<file path="config.mk">
export PLATFORM = sky130hd
export DESIGN_NAME = pipe_ctrl_unit
export DESIGN_NICKNAME = d
export VERILOG_FILES = /design/src/rtl/ctrl_pkg.sv /design/src/rtl/instr_decoder.sv /design/src/rtl/pipe_ctrl_unit.sv
export SDC_FILE = /design/constraint.sdc
export NUM_CORES = 1
export LEC_CHECK = 0
export ABC_CLOCK_PERIOD_IN_PS = 2600
export CELL_PAD_IN_SITES_DETAIL_PLACEMENT = 0
export CELL_PAD_IN_SITES_GLOBAL_PLACEMENT = 1
export CORE_MARGIN = 1
export CORE_UTILIZATION = 32
export DETAILED_ROUTE_END_ITERATION = 10
export HOLD_SLACK_MARGIN = 0.15
export PLACE_DENSITY = 0.85
export SYNTH_ARGS = -nofsm -noshare
export SYNTH_HDL_FRONTEND = slang
export SYNTH_SLANG_ARGS = --single-unit
</file>
<file path="constraint.sdc">
create_clock -name clk_i -period 2.6 [get_ports clk_i]
set_clock_uncertainty 0.2 [all_clocks]
set_input_delay 0.52 -clock clk_i [delete_from_list [all_inputs] [get_ports clk_i]]
set_output_delay 0.52 -clock clk_i [all_outputs]
set_load 0.02 [all_outputs]
</file>
<file path="src/rtl/ctrl_pkg.sv">
// Purpose: shared opcodes, control encodings and the packed decode struct for pipe_ctrl_unit.
// Latency: none (declarations only).
// Backpressure: not applicable.
package ctrl_pkg;

  localparam logic [6:0] OP_LUI    = 7'b0110111;
  localparam logic [6:0] OP_AUIPC  = 7'b0010111;
  localparam logic [6:0] OP_JAL    = 7'b1101111;
  localparam logic [6:0] OP_JALR   = 7'b1100111;
  localparam logic [6:0] OP_BRANCH = 7'b1100011;
  localparam logic [6:0] OP_LOAD   = 7'b0000011;
  localparam logic [6:0] OP_STORE  = 7'b0100011;
  localparam logic [6:0] OP_IMM    = 7'b0010011;
  localparam logic [6:0] OP_OP     = 7'b0110011;
  localparam logic [6:0] OP_SYSTEM = 7'b1110011;

  localparam logic [6:0] F7_BASE = 7'b0000000;
  localparam logic [6:0] F7_ALT  = 7'b0100000;
  localparam logic [6:0] F7_MULDIV = 7'b0000001;

  typedef enum logic [3:0] {
    ALU_ADD, ALU_SUB, ALU_AND, ALU_OR, ALU_XOR, ALU_SLT,
    ALU_SLTU, ALU_SLL, ALU_SRL, ALU_SRA, ALU_PASSB
  } alu_ctrl_e;

  typedef enum logic [1:0] {RES_ALU, RES_MEM, RES_PC4, RES_MDU} result_src_e;

  typedef enum logic [2:0] {IMM_I, IMM_S, IMM_B, IMM_U, IMM_J} imm_src_e;

  typedef enum logic [1:0] {DIV_IDLE, DIV_BUSY, DIV_DONE} div_state_e;

  // Everything the later stages need from one decoded instruction.
  typedef struct packed {
    logic        reg_write;
    logic        mem_write;
    logic        branch;
    logic        jump;
    logic        jalr;
    logic [1:0]  alu_src_a;
    logic        alu_src_b;
    alu_ctrl_e   alu_ctrl;
    result_src_e result_src;
    logic        mdu;
    logic        is_div;
    logic [2:0]  funct3;
  } ctrl_t;

endpackage

</file>
<file path="src/rtl/instr_decoder.sv">
// Purpose: combinational D-stage decode of RV32I(+M) into a ctrl_t bundle plus illegal flag.
// Latency: 0 cycles (pure combinational).
// Backpressure: none; illegal encodings decode to an all-zero (NOP) bundle.
module instr_decoder
  import ctrl_pkg::*;
(
  input  logic [6:0] op_i,
  input  logic [2:0] funct3_i,
  input  logic [6:0] funct7_i,
  output ctrl_t      ctrl_o,
  output imm_src_e   imm_src_o,
  output logic       illegal_o
);

  alu_ctrl_e alu_f3;
  logic      shift_ok;

  // ALU op implied by funct3 for OP/OP-IMM; funct7[5] picks SRA over SRL.
  always_comb begin
    alu_f3 = ALU_ADD;
    case (funct3_i)
      3'b001:  alu_f3 = ALU_SLL;
      3'b010:  alu_f3 = ALU_SLT;
      3'b011:  alu_f3 = ALU_SLTU;
      3'b100:  alu_f3 = ALU_XOR;
      3'b101:  alu_f3 = funct7_i[5] ? ALU_SRA : ALU_SRL;
      3'b110:  alu_f3 = ALU_OR;
      3'b111:  alu_f3 = ALU_AND;
      default: alu_f3 = ALU_ADD;
    endcase
    shift_ok = 1'b1;
    if (funct3_i == 3'b001) shift_ok = (funct7_i == F7_BASE);
    if (funct3_i == 3'b101) shift_ok = (funct7_i == F7_BASE) || (funct7_i == F7_ALT);
  end

  // Opcode decode; anything unsupported is flagged and squashed to a NOP.
  always_comb begin
    ctrl_o        = '0;
    ctrl_o.funct3 = funct3_i;
    imm_src_o     = IMM_I;
    illegal_o     = 1'b0;
    case (op_i)
      OP_LUI: begin
        ctrl_o.reg_write = 1'b1;
        ctrl_o.alu_src_a = 2'b10;
        ctrl_o.alu_src_b = 1'b1;
        imm_src_o        = IMM_U;
      end
      OP_AUIPC: begin
        ctrl_o.reg_write = 1'b1;
        ctrl_o.alu_src_a = 2'b01;
        ctrl_o.alu_src_b = 1'b1;
        imm_src_o        = IMM_U;
      end
      OP_JAL: begin
        ctrl_o.reg_write  = 1'b1;
        ctrl_o.jump       = 1'b1;
        ctrl_o.alu_src_a  = 2'b01;
        ctrl_o.alu_src_b  = 1'b1;
        ctrl_o.result_src = RES_PC4;
        imm_src_o         = IMM_J;
      end
      OP_JALR: begin
        illegal_o         = (funct3_i != 3'b000);
        ctrl_o.reg_write  = 1'b1;
        ctrl_o.jump       = 1'b1;
        ctrl_o.jalr       = 1'b1;
        ctrl_o.alu_src_b  = 1'b1;
        ctrl_o.result_src = RES_PC4;
      end
      OP_BRANCH: begin
        illegal_o       = (funct3_i[2:1] == 2'b01);
        ctrl_o.branch   = 1'b1;
        ctrl_o.alu_ctrl = ALU_SUB;
        imm_src_o       = IMM_B;
      end
      OP_LOAD: begin
        illegal_o         = (funct3_i == 3'b011) || (funct3_i[2:1] == 2'b11);
        ctrl_o.reg_write  = 1'b1;
        ctrl_o.alu_src_b  = 1'b1;
        ctrl_o.result_src = RES_MEM;
      end
      OP_STORE: begin
        illegal_o        = funct3_i[2] || (funct3_i[1:0] == 2'b11);
        ctrl_o.mem_write = 1'b1;
        ctrl_o.alu_src_b = 1'b1;
        imm_src_o        = IMM_S;
      end
      OP_IMM: begin
        illegal_o        = !shift_ok;
        ctrl_o.reg_write = 1'b1;
        ctrl_o.alu_src_b = 1'b1;
        ctrl_o.alu_ctrl  = alu_f3;
      end
      OP_OP: begin
        if (funct7_i == F7_BASE ||
            (funct7_i == F7_ALT && (funct3_i == 3'b000 || funct3_i == 3'b101))) begin
          ctrl_o.reg_write = 1'b1;
          ctrl_o.alu_ctrl  = (funct7_i[5] && funct3_i == 3'b000) ? ALU_SUB : alu_f3;
        end else if (funct7_i == F7_MULDIV) begin
`ifdef CTRL_MDU_EN
          ctrl_o.reg_write  = 1'b1;
          ctrl_o.mdu        = 1'b1;
          ctrl_o.is_div     = funct3_i[2];
          ctrl_o.result_src = RES_MDU;
`else
          illegal_o = 1'b1;
`endif
        end else begin
          illegal_o = 1'b1;
        end
      end
      OP_SYSTEM: ;
      default: illegal_o = 1'b1;
    endcase
    if (illegal_o) begin
      ctrl_o = '0;
    end
  end

endmodule

</file>
<file path="src/rtl/pipe_ctrl_unit.sv">
// Purpose: pipelined D->E->M->W control path with branch resolution and divide stall FSM (CTRL_MDU_EN adds M-ext).
// Latency: D decode to W outputs in 3 clock edges; branch/jump redirect visible in E one edge after decode.
// Backpressure: stall_o holds D/E for DIV_LATENCY cycles per divide; E/M loads a bubble, M/W keeps draining.
module pipe_ctrl_unit
  import ctrl_pkg::*;
#(
  parameter int ALU_CTRL_W  = 4,
  parameter int DIV_LATENCY = 32
) (
  input  logic                  clk_i,
  input  logic                  rst_i,
  input  logic [6:0]            op_i,
  input  logic [2:0]            funct3_i,
  input  logic [6:0]            funct7_i,
  input  logic                  flush_e_i,
  input  logic                  zero_e_i,
  input  logic                  lt_e_i,
  input  logic                  ltu_e_i,
  output logic [2:0]            imm_src_d_o,
  output logic                  illegal_d_o,
  output logic                  pc_src_e_o,
  output logic                  pc_tgt_alu_e_o,
  output logic [1:0]            alu_src_a_e_o,
  output logic                  alu_src_b_e_o,
  output logic [ALU_CTRL_W-1:0] alu_control_e_o,
  output logic [1:0]            result_src_e_o,
  output logic                  mdu_start_e_o,
  output logic [2:0]            mdu_op_e_o,
  output logic                  stall_o,
  output logic                  mem_write_m_o,
  output logic [2:0]            mem_funct3_m_o,
  output logic                  reg_write_m_o,
  output logic                  reg_write_w_o,
  output logic [1:0]            result_src_w_o
);

  ctrl_t       ctrl_d, ctrl_e;
  imm_src_e    imm_src_d;
  logic        valid_e, valid_m;
  logic        reg_write_m, mem_write_m, reg_write_w;
  logic [2:0]  mem_funct3_m;
  result_src_e result_src_m, result_src_w;
  logic        stall;
  logic        branch_cond;

  instr_decoder u_dec (
    .op_i      (op_i),
    .funct3_i  (funct3_i),
    .funct7_i  (funct7_i),
    .ctrl_o    (ctrl_d),
    .imm_src_o (imm_src_d),
    .illegal_o (illegal_d_o)
  );

  assign imm_src_d_o = imm_src_d;

  // D/E register: flush beats stall, stall holds the divide in E.
  always_ff @(posedge clk_i) begin
    if (rst_i || flush_e_i) begin
      ctrl_e  <= '0;
      valid_e <= 1'b0;
    end else if (!stall) begin
      ctrl_e  <= ctrl_d;
      valid_e <= 1'b1;
    end
  end

  // E/M register: a stalled E stage hands M a bubble.
  always_ff @(posedge clk_i) begin
    if (rst_i || stall) begin
      valid_m      <= 1'b0;
      reg_write_m  <= 1'b0;
      mem_write_m  <= 1'b0;
      mem_funct3_m <= 3'b000;
      result_src_m <= RES_ALU;
    end else begin
      valid_m      <= valid_e;
      reg_write_m  <= valid_e & ctrl_e.reg_write;
      mem_write_m  <= valid_e & ctrl_e.mem_write;
      mem_funct3_m <= ctrl_e.funct3;
      result_src_m <= ctrl_e.result_src;
    end
  end

  // M/W register: always advances so older work drains during a stall.
  always_ff @(posedge clk_i) begin
    if (rst_i) begin
      reg_write_w  <= 1'b0;
      result_src_w <= RES_ALU;
    end else begin
      reg_write_w  <= valid_m & reg_write_m;
      result_src_w <= result_src_m;
    end
  end

  // Branch condition from funct3 and the datapath comparator flags.
  always_comb begin
    case (ctrl_e.funct3)
      3'b000:  branch_cond = zero_e_i;
      3'b001:  branch_cond = !zero_e_i;
      3'b100:  branch_cond = lt_e_i;
      3'b101:  branch_cond = !lt_e_i;
      3'b110:  branch_cond = ltu_e_i;
      3'b111:  branch_cond = !ltu_e_i;
      default: branch_cond = 1'b0;
    endcase
  end

  assign pc_src_e_o      = valid_e & (ctrl_e.jump | (ctrl_e.branch & branch_cond));
  assign pc_tgt_alu_e_o  = valid_e & ctrl_e.jalr;
  assign alu_src_a_e_o   = ctrl_e.alu_src_a;
  assign alu_src_b_e_o   = ctrl_e.alu_src_b;
  assign alu_control_e_o = ALU_CTRL_W'(ctrl_e.alu_ctrl);
  assign result_src_e_o  = ctrl_e.result_src;
  assign mem_write_m_o   = mem_write_m;
  assign mem_funct3_m_o  = mem_funct3_m;
  assign reg_write_m_o   = reg_write_m;
  assign reg_write_w_o   = reg_write_w;
  assign result_src_w_o  = result_src_w;
  assign stall_o         = stall;

`ifdef CTRL_MDU_EN
  localparam int DIV_CNT_W = $clog2(DIV_LATENCY + 1);

  div_state_e           state, state_n;
  logic [DIV_CNT_W-1:0] cnt, cnt_n;
  logic                 div_e, start;

  assign div_e = valid_e & ctrl_e.is_div;

  // Divide FSM state and remaining-cycle counter.
  always_ff @(posedge clk_i) begin
    if (rst_i) begin
      state <= DIV_IDLE;
      cnt   <= '0;
    end else begin
      state <= state_n;
      cnt   <= cnt_n;
    end
  end

  // IDLE cycle plus DIV_LATENCY-1 BUSY cycles stall; DONE lets E move on
  // without re-triggering the same divide.
  always_comb begin
    state_n = state;
    cnt_n   = cnt;
    start   = 1'b0;
    stall   = 1'b0;
    case (state)
      DIV_IDLE: begin
        if (div_e) begin
          start   = 1'b1;
          stall   = 1'b1;
          cnt_n   = DIV_CNT_W'(DIV_LATENCY - 1);
          state_n = (DIV_LATENCY == 1) ? DIV_DONE : DIV_BUSY;
        end
      end
      DIV_BUSY: begin
        stall = 1'b1;
        cnt_n = cnt - DIV_CNT_W'(1);
        if (cnt <= DIV_CNT_W'(1)) state_n = DIV_DONE;
      end
      DIV_DONE: state_n = DIV_IDLE;
      default:  state_n = DIV_IDLE;
    endcase
    if (flush_e_i) begin
      state_n = DIV_IDLE;
    end
  end

  assign mdu_start_e_o = start;
  assign mdu_op_e_o    = (valid_e & ctrl_e.mdu) ? ctrl_e.funct3 : 3'b000;
`else
  logic unused_mdu;
  assign unused_mdu    = ^{ctrl_e.mdu, ctrl_e.is_div, 32'(DIV_LATENCY)};
  assign stall         = 1'b0;
  assign mdu_start_e_o = 1'b0;
  assign mdu_op_e_o    = 3'b000;
`endif

endmodule

</file>
==> results.txt <==
EDFF count, synth - 0
Hold Crit Endpoint - reg_write_w_o$_SDFF_PP0_
Final core utilization - 52.9%
Commonest non-fill, non-tap cell in the layout - buf_4
Die Y - 67.9 um
PD cells - 435 nW/um2
Met3 Use GR - 4.83%
Setup ws final - 0.0281 ns
Pre-CTS WS - -0.618 ns
Die width - 67.9 um
First-pass GRT wire length - 4560 um
R2R Setup Slk - 1.70 ns
GRT met1 Usage - 15.5%
Port Buffers - 45
Drt first pass iters - 4
CTS H-tree depth - 2
Max Cap Viol - 0
Critical path arrival - 1.85 ns
Worst VDD drop - 0.000213 V
Worst Hold Class - reg -> reg
Most frequent cells in the layout - buf_4, clkdlybuf4s50_1, dfxtp_1, nor2b_1, nand2_1
Vias per std cell - 4.35
Clock share of power - 37.5%
Drt drc - 0
Synth Register Bits - 29
Antenna diode count - 0
Post-placement cell count - 266
Area delta synth->final - 55.8%
Share of cells above drive strength 1 - 35.6%
Yosys cell types - 47
Critical Path RT - 1.88 ns
Crit path launch type - input port
DIE AREA - 4610 um2
Worst hold margin - 0.216 ns
Worst-Skew Late Latency - 0.28 ns
Sw frac - 24.6%
Syn Area/Cell - 9.51 um2
RR Startpoint - valid_e$_DFF_P_
Clock-pin transition on the worst setup and hold timing paths - 0.06 ns
Post-DP HPWL - 2350 um
Row cnt - 23
Final #Nets - 247
GRT Total Usage - 13.7%
DR vias - 1196
Hold path cells - 2
Reg-to-Reg End - mem_write_m_o$_SDFF_PP0_
Hold Buf Count CTS - 0
Cells after Synth - 146
FMAX - 0.389 GHz
Total wire length - 2950 um
Final period util - 98.9%
DRT antenna net count - 0
Top FF cell, synth - dfxtp_1
Min cycle time layout - 2.57 ns
Class of the most critical setup path - in -> out
Slew Viols, Final - 0
NetSw - 0.232 mW
CP max FO - 3
Final setup violation count - 0
Internal power - 0.708 mW
Maximum buffer depth of the clock tree - 2
Met2 usage - 22.6%
R2R cell count - 2
Final Hold Viols - 0
Seq pwr share - 47.6%
Iter 0 DRT Violations - 32
CTS tree - built
Layout Cells excl Fill - 275
Starting Density - 34.0%
Ports - 51
Fraction of the yosys area taken by sequential cells - 41.8%
Largest net degree at the start of global routing - 11
RSZ-0062 raised after global routing - yes
Placer congestion estimate - 0.806
Sink Count - 29
GRT busiest layer - met2
Post-synth ARST share - 0%
Yosys warns - 0
Core Footprint - 4090 um2
Routed WL per cell - 10.7 um
Status - finished clean
Number of global-route vias before repair - 1078
Initial antenna violation count - 0
Setup_tns - 0 ns
Hold Startpoint - valid_m$_SDFF_PP0_
GR Overflow Total - 0
Power share of the combinational group - 14.9%
Root Buffer - clkbuf_8
Lkg Pwr - 0.898 nW
Num CTS Buffers - 5
FILL cells - 390
Mapped Area - 1390 um2
CP Capture Type - primary output
-- synth_stat cells (all sizes together), types with 2 or more instances --
| library cell | count | share of area, % |
|---|---|---|
| dfxtp | 29 | 42 |
| or2 | 2 | 0.90 |
| o21ai | 3 | 1.1 |
| mux2i | 2 | 1.4 |
| o32a | 2 | 1.5 |
| nor4 | 2 | 1.4 |
| nor2 | 14 | 4.9 |
| xor2 | 2 | 1.3 |
| nand4 | 3 | 2.4 |
| nand2b | 4 | 2.3 |
| nand3 | 5 | 1.8 |
| nand2 | 9 | 2.4 |
| a21oi | 6 | 3.2 |
| nor2b | 10 | 4.5 |
| inv | 5 | 1.5 |
| buf | 20 | 12 |
| and2 | 4 | 1.9 |
| and3b | 2 | 1.3 |
| nor3 | 7 | 2.9 |
-- critical path, stage by stage --
cell and delay [ns]:
clkdlybuf4s50_1 0.48, and3b_2 0.24, nand2b_4 0.07, o32a_2 0.34, nand3_2 0.09, buf_6 0.11
-- final cells by class --
class                      count  area [um2]  share of cell area (%)
timing repair buffer          87         749                    34.6
inverter                       5        21.3                   0.983
tap                           50        62.6                    2.89
clock inverter                 3        17.5                   0.810
clock buffer                   5        68.8                    3.18
multi-input combinational     96         663                    30.7
sequential                    29         581                    26.8
-- routing by layer --
layer	share of wire, %	vias to the layer above
li1	-	630
met1	46	523
met2	46	38
met3	5.8	5
met4	2.0	0
met5	0	-
-- what timing repair did --
item                       in CTS  in global routing
pin swaps                       1                  5
gates resized for setup        26                 11
buffers inserted                1                  0
setup endpoints to repair       5                  5
-- through the flow --
step,total power [mW],instance area [um2]
2_1_floorplan,0.524,1400
3_3_place_gp,0.595,2060
3_5_place_dp,0.596,2060
4_1_cts,0.951,2160
5_1_grt,0.989,2160
6_report,0.940,2160
-- worst max-delay path by stage --
| stage | startpoint | end | slack [ns] | cells past startpoint |
|---|---|---|---|---|
| after floorplan | funct3_i[1] | illegal_d_o | 0.33 | 5 |
| after global placement | funct3_i[1] | illegal_d_o | -0.61 | 6 |
| after detailed placement | funct3_i[1] | illegal_d_o | -0.62 | 6 |
| after CTS | funct3_i[0] | illegal_d_o | -0.05 | 6 |
| after global routing | funct7_i[2] | illegal_d_o | -0.05 | 6 |
| final | op_i[0] | illegal_d_o | 0.03 | 6 |
-- power by group through the flow --
stage / logic, mW / registers (mW) / clock network (mW)
after global routing: 0.151 / 0.447 / 0.391
final: 0.140 / 0.447 / 0.352
after global placement: 0.138 / 0.457 / 0
after floorplan: 0.0669 / 0.457 / 0
after detailed placement: 0.139 / 0.457 / 0
after CTS: 0.138 / 0.447 / 0.365
-- registers in the layout (all words and copies together), names as in the netlist --
signal and flops:
ctrl_e 8, alu_control_e_o 4, mem_funct3_m_o 3, alu_src_a_e_o 2, result_src_e_o 2, result_src_m 2
result_src_w_o 2, alu_src_b_e_o 1, mem_write_m_o 1, reg_write_m_o 1, reg_write_w_o 1, valid_e 1
valid_m 1
-- kinds of logic after synthesis --
logic type / share of synthesized area (%)
AND/OR/NAND/NOR: 30.3
flip-flops: 41.8
other: 0.270
XOR/XNOR: 1.89
buffers and inverters: 13.4
multiplexers: 1.44
AO/OA/AOI/OAI: 10.9
No activity file was read; power rests on OpenSTA's default activity.
